$ cat src/rtl/decoder_scan_seq.sv
// decoder_scan_seq: walks a registered index over [lo, hi] with ack handshake to feed the 6-to-64 decoder.
// Optional DECODER_SCAN_REVERSE_EN adds dir_i for descending scans.
module decoder_scan_seq #(
  parameter int AW = 6
) (
  input  logic          clk,
  input  logic          rst_n,
  input  logic          start_i,
  input  logic          stop_i,
  input  logic          loop_i,
  input  logic [AW-1:0] lo_i,
  input  logic [AW-1:0] hi_i,
  input  logic          ack_i,
`ifdef DECODER_SCAN_REVERSE_EN
  input  logic          dir_i,
`endif
  output logic [AW-1:0] x_o,
  output logic          en_o,
  output logic          busy_o,
  output logic          done_o,
  output logic          err_o
);
  typedef enum logic {IDLE, RUN} state_t;
  localparam logic [AW-1:0] ONE = AW'(1);
  state_t state_q, state_d;
  logic [AW-1:0] x_q, x_d, lo_q, lo_d, hi_q, hi_d, first, last;
  logic loop_q, loop_d, dir_q, dir_d, done_q, done_d, err_q, err_d, dir_in;
`ifdef DECODER_SCAN_REVERSE_EN
  assign dir_in = dir_i;
`else
  assign dir_in = 1'b0;
`endif
  assign first = dir_q ? hi_q : lo_q;
  assign last  = dir_q ? lo_q : hi_q;
  always_comb begin
    state_d = state_q;
    x_d     = x_q;
    lo_d    = lo_q;
    hi_d    = hi_q;
    loop_d  = loop_q;
    dir_d   = dir_q;
    done_d  = 1'b0;
    err_d   = 1'b0;
    if (stop_i) begin
      state_d = IDLE;
    end else if (state_q == IDLE) begin
      if (start_i && lo_i > hi_i) begin
        err_d = 1'b1;
      end else if (start_i) begin
        state_d = RUN;
        lo_d    = lo_i;
        hi_d    = hi_i;
        loop_d  = loop_i;
        dir_d   = dir_in;
        x_d     = dir_in ? hi_i : lo_i;
      end
    end else if (ack_i) begin
      // The step out of the last index is always a reload or an exit, so x never wraps.
      if (x_q == last) begin
        done_d  = 1'b1;
        x_d     = loop_q ? first : x_q;
        state_d = loop_q ? RUN : IDLE;
      end else begin
        x_d = dir_q ? x_q - ONE : x_q + ONE;
      end
    end
  end
  always_ff @(posedge clk or negedge rst_n) begin
    if (!rst_n) begin
      state_q <= IDLE;
      x_q     <= '0;
      lo_q    <= '0;
      hi_q    <= '0;
      loop_q  <= 1'b0;
      dir_q   <= 1'b0;
      done_q  <= 1'b0;
      err_q   <= 1'b0;
    end else begin
      state_q <= state_d;
      x_q     <= x_d;
      lo_q    <= lo_d;
      hi_q    <= hi_d;
      loop_q  <= loop_d;
      dir_q   <= dir_d;
      done_q  <= done_d;
      err_q   <= err_d;
    end
  end
  assign x_o    = x_q;
  assign en_o   = state_q == RUN;
  assign busy_o = state_q == RUN;
  assign done_o = done_q;
  assign err_o  = err_q;
endmodule

$ cat config.mk
export PLATFORM = sky130hd
export DESIGN_NAME = decoder_scan_seq
export DESIGN_NICKNAME = d
export VERILOG_FILES = /design/src/rtl/decoder_scan_seq.sv
export SDC_FILE = /design/constraint.sdc
export NUM_CORES = 1
export LEC_CHECK = 0
export BUFFER_PORTS_ARGS = -buffer_cell sky130_fd_sc_hd__buf_2
export CAP_MARGIN = 40
export CORE_MARGIN = 2
export CORE_UTILIZATION = 40
export DETAILED_ROUTE_END_ITERATION = 10
export PLACE_DENSITY = 0.7
export REMOVE_ABC_BUFFERS = 1
export SLEW_MARGIN = 10
export SYNTH_ARGS = -nofsm -noshare
export SYNTH_HDL_FRONTEND = slang
export SYNTH_SLANG_ARGS = --single-unit
export TNS_END_PERCENT = 30
$ cat constraint.sdc
create_clock -name clk -period 5.4 [get_ports clk]
set_input_delay 1.62 -clock clk [delete_from_list [all_inputs] [get_ports clk]]
set_output_delay 1.62 -clock clk [all_outputs]
set_load 0.005 [all_outputs]
==> out/results.txt <==
Largest net degree at the start of global routing: 23
Critical Path RT: 5.60 ns
Post-Synthesis Cells: 134
Top post-synthesis cells by area: dfrtp_1 (40%), mux2_2 (9.8%), ha_1 (6.3%), xor2_1 (3.8%), mux2_4 (3.3%)
Prevailing post-synth register cell: dfrtp_1
P&R area growth vs syn: 15.8%
Syn avg cell area: 10.3 um2
Total power: 0.652 mW
Die Y: 62.8 um
Netlist cell types: 40
Peak VDD IR: 0.126 mV
GP Congestion: 0.862
Setup TNS: 0 ns
Yosys top cell area share: 39.8%
CTS H-tree lvls: 1
Die width: 62.8 um
Cell taking the most area after synthesis: dfrtp_1
Setup bufs post-CTS: 0
Clock Latency Late Sink: 0.31 ns
Gr usage total: 17.1%
Clk slew on worst S/H paths: 0.13 ns
Critical path launch point type: input pin
Hold buffer count at CTS: 0
Final Util: 48.0%
Post-synth EDFFs: 0
Final WL: 3120 um
First-pass GRT wire length: 5360 um
HP Start: lo_q[4]
R2R depth: 5
Hold path cells: 1
Clock Skews: 0.00597 ns
RSZ-0062 raised after global routing: no
Cts repair resizes: 0
Leak: 0.732 nW
Period minus WS final: 3.34 ns
Vias per cell: 5.42
Final worst-path cycle share: 61.9%
Outcome: finished clean
CP endpoint kind: flip-flop
Post-route design area: 1600 um2
DP HPWL: 2400 um
Routed Antenna Nets: 0
Peak Freq: 0.299 GHz
Clock sinks: 22
CTS tree: built
Fillcell total: 326
CTS Buf Count: 3
Antenna diodes: 0
Die area: 3940 um2
Number of global-route vias before repair: 1,158
Via Count: 1,117
Top-level port count: 28
Deepest clock path buffer count: 2
Grt ovf: 0
Row count: 21
Dpl cell area: 1550 um2
Mapped cell area: 1380 um2
Most common cell in the netlist: dfrtp_1
Slew HR: 60.2%
Drc violations: 0
Sequential share of the synthesized area: 39.8%
Post-synth ARST share: 100%
Drt first pass iters: 4
Layout Nets: 186
Max-cap viol count: 0
CP max stage delay: 0.41 ns
CP startpoint: lo_i[5]
DR iter-0 viols: 76
Layout cells sized above 1: 31.9%
Root buf cell: clkbuf_4
Pwr per Cell Area: 407 nW/um2
Worst-Margin Slew: 0.597 ns
Fin. Hold Viols: 0
Initial Utilization: 41.4%
Initial antenna violation count: 0
WL per Instance: 15.2 um
Crit path kind: input pin to flip-flop
Critical-path cell list: buf_2 > ha_1 > nand4_1 > a21oi_1 > o32ai_1 > nor3b_2 > buf_4 > mux2_2
Core ar.: 3340 um2
Critical Path AT: 3.54 ns
Worst r2r src: x_o[4]
Slowest CP cell: o32ai_1
FF+latch count, synth: 22
Max-slew violations: 0
Worst Hold Class: flip-flop to flip-flop
I/O Buffers: 27
Yosys Warn Count: 0
Most frequent cells after synthesis: dfrtp_1 (22), mux2_2 (12), nand2_1 (11)
CP Max Fanout: 13
Final setup viols: 0
-- final timing paths --
check                          end  slack, ns
max                         loop_q       2.06
min                        lo_q[4]       0.54
max reg2reg                 x_o[4]       3.20
min reg2reg                lo_q[4]       0.54
max in group asynchronous  lo_q[0]       3.80
min in group asynchronous   x_o[2]       1.26
-- worst max-delay path: cells and delay by family --
family,cells,cell delay (ns)
AND/OR/NAND/NOR,2,0.39
multiplexers,1,0.36
buffers and inverters,2,0.35
AO/OA/AOI/OAI,2,0.49
adder cells (fa/ha/maj),1,0.33
-- cell families (layout without fill, tap and decap cells) --
family | Yosys count | in the layout | share of synthesized area [%]
multiplexers | 17 | 17 | 14.6
AO/OA/AOI/OAI | 25 | 25 | 13.2
flip-flops | 22 | 22 | 39.8
XOR/XNOR | 8 | 8 | 5.07
adder cells (fa/ha/maj) | 7 | 7 | 6.33
buffers and inverters | 16 | 42 | 5.52
AND/OR/NAND/NOR | 39 | 39 | 15.5
-- layout by cell type, fill, tap and decap left out, drive strengths merged, types with 2 or more instances in the layout --
master / count
buf: 28
dfrtp: 22
mux2: 16
nand2: 11
inv: 10
ha: 7
a21oi: 6
xor2: 6
nor2: 4
nor2b: 4
nor3: 4
or4: 4
a31oi: 4
nand2b: 3
o211ai: 3
clkbuf: 3
o31ai: 2
o311ai: 2
nand3: 2
xnor2: 2
or3: 2
-- power by group --
part | switching, mW | internal (mW)
combinational | 0.126 | 0.124
clock | 0.0509 | 0.0750
sequential | 0.0620 | 0.215
-- per-layer routing --
layer  track usage [%]  up-vias  wire (um)
met1              21.0      542       1290
met2              30.9       39       1660
li1                  -      532          -
met3              1.80        4        131
met4              6.39        0         35
met5                 0        -          0
-- state kept, by name (all words and copies together), names as in the netlist --
name,flops
hi_q,6
loop_q,1
lo_q,6
done_o,1
x_o,6
err_o,1
busy_o,1
-- area by class of cell --
| cell class | count | area (um2) | area share [%] |
|---|---|---|---|
| multi-input combinational | 96 | 761 | 47.5 |
| sequential | 22 | 551 | 34.4 |
| timing repair buffer | 28 | 143 | 8.91 |
| tap | 46 | 57.6 | 3.59 |
| inverter | 10 | 37.5 | 2.34 |
| clock inverter | 1 | 30.0 | 1.87 |
| clock buffer | 3 | 22.5 | 1.41 |
-- stage by stage --
step / setup slack [ns] / std cells / hold slack, ns
after floorplan: 1.28 / 128 / 0.481
after global placement: 1.42 / 201 / 0.501
after detailed placement: 1.74 / 202 / 0.509
after CTS: 2.07 / 206 / 0.540
after global routing: 1.89 / 206 / 0.554
final: 2.06 / 206 / 0.539
(Power assumes the default switching activity.)
